## src/rtl/controlador_ascensor.sv

```systemverilog
// Motion/door controller for the 4-floor car: serves latched requests floor by floor and
// reports the served-request mask so the upstream request register can clear those bits.
module controlador_ascensor #(
  parameter int unsigned T_PISO   = 8,
  parameter int unsigned T_PUERTA = 5
) (
  input  logic       clk,
  input  logic       rst_n,
  input  logic [9:0] pedidos,
  input  logic       obstruccion,
  output logic [1:0] piso,
  output logic       motor_subir,
  output logic       motor_bajar,
  output logic       puerta_abierta,
  output logic [9:0] atendidos,
  output logic [1:0] estado
);
  localparam int unsigned T_MAX = (T_PISO > T_PUERTA) ? T_PISO : T_PUERTA;
  localparam int unsigned TW    = (T_MAX > 1) ? $clog2(T_MAX) : 1;
  localparam logic [TW-1:0] CARGA_PISO   = TW'(T_PISO - 1);
  localparam logic [TW-1:0] CARGA_PUERTA = TW'(T_PUERTA - 1);

  typedef enum logic [1:0] {
    REPOSO   = 2'd0,
    SUBIENDO = 2'd1,
    BAJANDO  = 2'd2,
    PUERTA   = 2'd3
  } estado_t;

  estado_t       estado_q, estado_d;
  logic [1:0]    piso_q, piso_d;
  logic          sube_q, sube_d;
  logic [TW-1:0] timer_q, timer_d;
  logic [9:0]    atendidos_q, atendidos_d;

  function automatic logic [9:0] bits_piso(input logic [1:0] f);
    case (f)
      2'd0:    return 10'b0001000001;
      2'd1:    return 10'b0010000110;
      2'd2:    return 10'b0100011000;
      default: return 10'b1000100000;
    endcase
  endfunction

  function automatic logic [9:0] hall_sube(input logic [1:0] f);
    case (f)
      2'd0:    return 10'h001;
      2'd1:    return 10'h004;
      2'd2:    return 10'h010;
      default: return '0;
    endcase
  endfunction

  function automatic logic [9:0] hall_baja(input logic [1:0] f);
    case (f)
      2'd1:    return 10'h002;
      2'd2:    return 10'h008;
      2'd3:    return 10'h020;
      default: return '0;
    endcase
  endfunction

  function automatic logic [9:0] mas_alla(input logic [1:0] f, input logic sube);
    logic [9:0] m;
    m = '0;
    for (int unsigned g = 0; g < 4; g++)
      if (sube ? (g > 32'(f)) : (g < 32'(f))) m = m | bits_piso(2'(g));
    return m;
  endfunction

  // Returns {last stop in this direction (flip dir), served bits}.
  function automatic logic [10:0] servicio(input logic [1:0] f, input logic sube,
                                           input logic [9:0] ped);
    logic [9:0] m;
    logic       ultimo;
    ultimo = ~|(ped & mas_alla(f, sube));
    m = (10'h040 << f) | (sube ? hall_sube(f) : hall_baja(f));
    if (ultimo) m = m | hall_sube(f) | hall_baja(f);
    return {ultimo, ped & m};
  endfunction

  logic       giro, giro_n, hay_arriba, hay_abajo;
  logic [9:0] mascara, mascara_n;
  logic [1:0] piso_sig;

  always_comb begin
    estado_d    = estado_q;
    piso_d      = piso_q;
    sube_d      = sube_q;
    timer_d     = timer_q;
    atendidos_d = '0;
    {giro, mascara} = servicio(piso_q, sube_q, pedidos);
    piso_sig = (estado_q == SUBIENDO) ? piso_q + 2'd1 : piso_q - 2'd1;
    {giro_n, mascara_n} = servicio(piso_sig, sube_q, pedidos);
    hay_arriba = |(pedidos & mas_alla(piso_q, 1'b1));
    hay_abajo  = |(pedidos & mas_alla(piso_q, 1'b0));
    case (estado_q)
      REPOSO: begin
        if (|(pedidos & bits_piso(piso_q))) begin
          estado_d    = PUERTA;
          timer_d     = CARGA_PUERTA;
          atendidos_d = mascara;
          sube_d      = sube_q ^ giro;
        end else if (hay_arriba && (sube_q || !hay_abajo)) begin
          estado_d = SUBIENDO;
          sube_d   = 1'b1;
          timer_d  = CARGA_PISO;
        end else if (hay_abajo) begin
          estado_d = BAJANDO;
          sube_d   = 1'b0;
          timer_d  = CARGA_PISO;
        end
      end
      SUBIENDO, BAJANDO: begin
        if (timer_q != '0) begin
          timer_d = timer_q - 1'b1;
        end else begin
          piso_d = piso_sig;
          if (|mascara_n) begin
            estado_d    = PUERTA;
            timer_d     = CARGA_PUERTA;
            atendidos_d = mascara_n;
            sube_d      = sube_q ^ giro_n;
          end else if (!giro_n) begin
            timer_d = CARGA_PISO;
          end else begin
            estado_d = REPOSO;
          end
        end
      end
      default: begin
        // Bits still in atendidos_q are the stale feedback cycle, not new presses.
        atendidos_d = mascara;
        if (obstruccion || |(mascara & ~atendidos_q)) begin
          timer_d = CARGA_PUERTA;
        end else if (timer_q == '0) begin
          estado_d    = REPOSO;
          atendidos_d = '0;
        end else begin
          timer_d = timer_q - 1'b1;
        end
      end
    endcase
  end

  always_ff @(posedge clk) begin
    if (!rst_n) begin
      estado_q    <= REPOSO;
      piso_q      <= '0;
      sube_q      <= 1'b1;
      timer_q     <= '0;
      atendidos_q <= '0;
    end else begin
      estado_q    <= estado_d;
      piso_q      <= piso_d;
      sube_q      <= sube_d;
      timer_q     <= timer_d;
      atendidos_q <= atendidos_d;
    end
  end

  always_ff @(posedge clk) begin
    if (rst_n) begin
      assert (!((estado_q == SUBIENDO && piso_q == 2'd3) || (estado_q == BAJANDO && piso_q == 2'd0)));
    end
  end

  assign estado         = estado_q;
  assign piso           = piso_q;
  assign motor_subir    = (estado_q == SUBIENDO);
  assign motor_bajar    = (estado_q == BAJANDO);
  assign puerta_abierta = (estado_q == PUERTA);
  assign atendidos      = atendidos_q;
endmodule

```

## config.mk

```make
export PLATFORM = sky130hd
export DESIGN_NAME = controlador_ascensor
export DESIGN_NICKNAME = d
export VERILOG_FILES = /design/src/rtl/controlador_ascensor.sv
export SDC_FILE = /design/constraint.sdc
export NUM_CORES = 1
export LEC_CHECK = 0
export ABC_AREA = 1
export CORE_MARGIN = 10
export CORE_UTILIZATION = 58
export CTS_BUF_LIST = sky130_fd_sc_hd__clkbuf_4 sky130_fd_sc_hd__clkbuf_8
export DETAILED_ROUTE_END_ITERATION = 8
export PLACE_DENSITY = 0.86
export SYNTH_ARGS = -nofsm -noshare
export SYNTH_HDL_FRONTEND = slang
export SYNTH_SLANG_ARGS = --single-unit
```

## constraint.sdc

```tcl
create_clock -name clk -period 6.2 [get_ports clk]
set_input_delay 0.93 -clock clk [delete_from_list [all_inputs] [get_ports clk]]
set_output_delay 0.93 -clock clk [all_outputs]
set_load 0.01 [all_outputs]
```

==> out/qor.txt, run 1 <==
via count = 1,969
worst path cell trace = ha_1, clkdlybuf4s50_1
Die Area = 5770 um2
Mean Syn Cell Area = 6.22 um2
Tmin final = 2.76 ns
std cell rows = 20
max_slew headroom = 62.9%
Synth Net Count = 319
GRT Residual Overflow = 0
vias per cell = 5.41
CTS tree = done
PwrDens = 523 nW/um2
required time worst endpoint = 5.27 ns
Max clock buf depth = 2
slew of the pin with the lowest slew margin = 0.556 ns
H-tree levels = 1
height of the die = 75.9 um
share of layout cells above drive strength 1 = 16.3%
clk_lat worst skew = 0.30 ns
pin count of the biggest net entering global routing = 15
most instantiated cells after synthesis = nand2_1 (64), inv_1 (41), nor2_1 (34)
Clock transition at path regs = 0.11 ns
Clock Sinks = 18
vias in the first global route = 1,796
Filler Cells Inserted = 277
fin. max-slew vios = 0
final clock skew = 0.00557 ns
Post-synth EDFFs = 0
Inserted Diodes = 0
post-synthesis cell count = 292
total CTS buffers = 3
Worst EP arrival = 1.83 ns
routability cong. = 0.932
Critical Path Slowest Stage Cell = clkdlybuf4s50_1
hold_ws = 0.559 ns
Post-Route WL = 5090 um
Die W = 75.9 um
Power Total = 1.14 mW
post-CTS sizing = 0
initial antenna violation count = 0
Syn Std Cell Area = 1820 um2
DRC violations left = 0
final setup violation count = 0
worst min path class = reg2reg
maximum operating frequency = 0.362 GHz
CP max FO = 14
area grow syn2layout = 19.8%
CTS Root Cell = clkbuf_4
DRT Pass-1 Iters = 5
Yosys cell types = 28
Nets = 348
Place WS = 3.26 ns
Min-Delay Path Depth = 4
# hold bufs at CTS = 0
Final Hold Fails = 0
Worst Setup Start Kind = flip-flop
RSZ-0062 raised after global routing = no
Post-DRT Antenna Nets = 0
Fin Setup TNS = 0 ns
Crit Path Category = reg2out
synth warn = 0
critical path capture point type = output port
VDD IR-drop max = 0.388 mV
count leader, synth = nand2_1
DPL Wire Length = 4090 um
Layout Utilization = 71.9%
top cell type's share of synthesized area = 19.8%
Port Buffers = 29
Area contributors post-synth = dfxtp_1 (20%), nand2_1 (13%), ha_1 (9.6%), inv_1 (8.5%), nor2_1 (7.0%)
Top FF cell, synth = dfxtp_1
outcome = completed
per-cell routed wire length = 14.0 um
DR iter-0 viols = 223
setup bufs post-CTS = 0
Max Cap Viol = 0
Final Cycle Share = 44.6%
Initial Utilization = 60.0%
sequential element share of the synthesized area = 19.8%
Core Area = 3030 um2
Crit path largest cell delay = 0.63 ns
path depth of the worst reg2reg path = 16
post-synthesis async set-or-reset flop share = 0%
largest area contributor in the netlist = dfxtp_1
I/O pin count = 30
PnR worst setup slack = 3.44 ns
leakage = 1.06 nW
first-pass GRT wire length = 8520 um
Seq cells post-synth = 18
Total GRT Usage = 17.0%
==> registers in the layout (all words and copies together) (netlist names) <==
name       count
estado         2
sube_q         1
timer_q        3
piso           2
atendidos     10
==> kinds of logic (layout without fill, tap and decap cells) <==
logic type / count (synthesis) / in the layout / synth area share, %
adder cells (fa/ha/maj): 14 / 14 / 9.65
AO/OA/AOI/OAI: 50 / 50 / 16.1
AND/OR/NAND/NOR: 152 / 152 / 42.0
XOR/XNOR: 1 / 1 / 0.483
flip-flops: 18 / 18 / 19.8
buffers and inverters: 57 / 85 / 11.9
==> layout by cell type, fill, tap and decap left out, types with 10 or more instances in the layout <==
master / synthesis / layout
nand2_1: 64 / 64
inv_1: 41 / 41
nor2_1: 34 / 34
clkdlybuf4s50_1: 0 / 29
a21oi_1: 20 / 20
dfxtp_1: 18 / 18
nand2_2: 16 / 16
ha_1: 14 / 14
inv_2: 11 / 11
o22ai_1: 10 / 10
==> worst max-delay path: cells and delay by family (launching register included) <==
| family | cells | cell delay (ns) |
|---|---|---|
| buf+inv | 1 | 0.63 |
| flops | 1 | 0.41 |
| fa+ha+maj | 1 | 0.49 |
==> worst paths after layout <==
check | to | startpoint | slack (ns)
worst max-delay path | puerta_abierta | estado[1] | 3.44
worst min-delay path | timer_q[2] | timer_q[2] | 0.56
worst max register to register | estado[0] | piso[0] | 3.63
worst min register to register | timer_q[2] | timer_q[2] | 0.56
==> where the power goes <==
part           switching [mW]  leakage, nW  internal [mW]
sequential             0.0376        0.147          0.149
clock                  0.0397       0.0210         0.0358
combinational           0.563        0.889          0.311
total                   0.641         1.06          0.496
==> through the flow <==
step / cells / instance area [um2]
finish: 364 / 2180
global route: 364 / 2180
CTS: 364 / 2180
detailed placement: 360 / 2140
global placement: 360 / 2140
floorplan: 292 / 1820
==> cell type report <==
cell class	instances	area, um2	area share (%)
flip-flops and latches	18	360	16.6
repair buffers	29	290	13.3
multi-input cells	217	1240	56.9
clock buffers	4	36.3	1.67
well taps	44	55.1	2.53
inverters	52	195	8.97
==> metal layers <==
metal / part of all wire (%) / vias up / GRT usage (%)
li1: - / 995 / -
met1: 45 / 859 / 22.7
met2: 43 / 107 / 25.9
met3: 10 / 8 / 4.72
met4: 1.5 / 0 / 4.55
met5: 0 / - / 0
No activity file was read; power rests on OpenSTA's default activity.
==> inputs of run 2 (changes only) <==
Settings changed: CORE_UTILIZATION 58 to 55, PLACE_DENSITY 0.86 to 0.82.
Clock period 6.2 ns to 2.9 ns, I/O delays scaled along.
==> out/qor.txt, run 2 (synthesis gave the netlist of run 1 again) <==
commonest non-fill, non-tap cell in the layout = nand2_1
Die Area = 6000 um2
Final Cell Area = 2180 um2
path depth of the worst reg2reg path = 16
Min-Delay Path Depth = 4
Max Cap Viol = 0
per-cell routed wire length = 13.8 um
area grow syn2layout = 20.3%
initial antenna violation count = 0
VDD IR-drop max = 0.707 mV
slew of the pin with the lowest slew margin = 0.526 ns
Nets = 349
Fin Setup TNS = 0 ns
reg2reg start = piso[0]
H-tree levels = 1
routability cong. = 0.949
final clock skew = 0.00646 ns
Largest register FFs = 10
leakage = 1.06 nW
RR Endpoint = estado[0]
Tmin final = 2.46 ns
required time worst endpoint = 3.11 ns
first-pass GRT wire length = 8470 um
std cell rows = 20
RSZ-0062 raised after global routing = no
DPL Wire Length = 4100 um
Worst EP arrival = 2.67 ns
total CTS buffers = 3
Post-Route WL = 5050 um
Port Buffers = 29
most frequent cells in the layout = nand2_1 (64), inv_1 (41), nor2_1 (34)
hold path startpoint = timer_q[1]
Core Area = 3100 um2
pin count of the biggest net entering global routing = 15
vias in the first global route = 1,858
DRC violations left = 0
PnR worst setup slack = 0.437 ns
DRT Pass-1 Iters = 4
Clock Sinks = 18
Clock transition at path regs = 0.11 ns
Worst Setup SP = piso[0]
I/O pin count = 30
worst min path class = reg2reg
Place WS = 0.430 ns
Layout Utilization = 70.4%
Inserted Diodes = 0
Max clock buf depth = 2
Crit Path Category = reg2reg
Hold EP = timer_q[1]
CTS tree = done
Post-DRT Antenna Nets = 0
Die W = 77.5 um
Final Cycle Share = 84.9%
fin. max-slew vios = 0
post-CTS sizing = 0
setup bufs post-CTS = 0
outcome = completed
CP max FO = 11
R2R Setup Slk = 0.44 ns
height of the die = 77.5 um
GRT Residual Overflow = 0
clk_lat worst skew = 0.31 ns
Initial Utilization = 58.5%
PwrDens = 1110 nW/um2
share of layout cells above drive strength 1 = 16.5%
# hold bufs at CTS = 0
final setup violation count = 0
vias per cell = 5.33
dpl cell area = 2150 um2
Final Hold Fails = 0
maximum operating frequency = 0.406 GHz
Total GRT Usage = 16.8%
Worst Setup Start Kind = flip-flop
critical path capture point type = flip-flop
Filler Cells Inserted = 309
DR iter-0 viols = 171
via count = 1,944
max_slew headroom = 64.9%
CTS Root Cell = clkbuf_4
-- run 2: cell types whose count changed in the layout (fill, tap and decap cells not counted), sizes merged --
cell / before / now
buf: 0 / 1
-- run 2: power by group --
| group | switching, mW | internal [mW] | leakage [nW] |
|---|---|---|---|
| Clock | 0.0864 | 0.0767 | 0.0210 |
| Combinational | 1.20 | 0.675 | 0.894 |
| Sequential | 0.0761 | 0.320 | 0.147 |
-- run 2: routing by layer --
metal	global-route usage, %	up-vias	part of all wire, %
li1	-	992	-
met1	21.0	855	46
met2	26.8	83	44
met3	3.80	14	6.8
met4	7.30	0	2.9
met5	0	-	0
-- run 2: per-stage QoR --
| step | total power, mW | hold slack (ns) | cells |
|---|---|---|---|
| 6_report | 2.43 | 0.565 | 365 |
| 5_1_grt | 2.68 | 0.596 | 365 |
| 4_1_cts | 2.42 | 0.569 | 365 |
| 3_5_place_dp | 2.25 | 0.550 | 361 |
| 3_3_place_gp | 2.24 | 0.542 | 361 |
| 2_1_floorplan | 1.79 | 0.522 | 292 |
-- run 2: area by class of cell --
class	instances	area, um2	area share [%]
multi-input combinational	217	1240	56.7
sequential	18	360	16.5
timing repair buffer	30	298	13.6
inverter	52	195	8.94
tap	44	55.1	2.52
clock buffer	4	36.3	1.66
-- run 2: worst max path at each step --
stage                     slack, ns   endpoint  cells past startpoint
after floorplan                0.69  estado[0]                     16
after global placement         0.43  estado[0]                     14
after detailed placement       0.43  estado[1]                     14
after CTS                      0.47  estado[0]                     16
after global routing           0.23  estado[0]                     16
final                          0.44  estado[0]                     16
-- run 2: critical path, cell delays in order (launching register included) --
cell and delay, ns:
dfxtp_1 0.51, inv_2 0.18, ha_1 0.37, inv_2 0.08
nand2_1 0.04, nand2_1 0.15, nor2_1 0.08, nand2_1 0.09
nand2_1 0.06, nor3_1 0.17, nand2_2 0.10, nor2_4 0.14
nand4_1 0.09, nand2_1 0.15, nand2_1 0.07, nand2_1 0.07
nor2_2 0.04
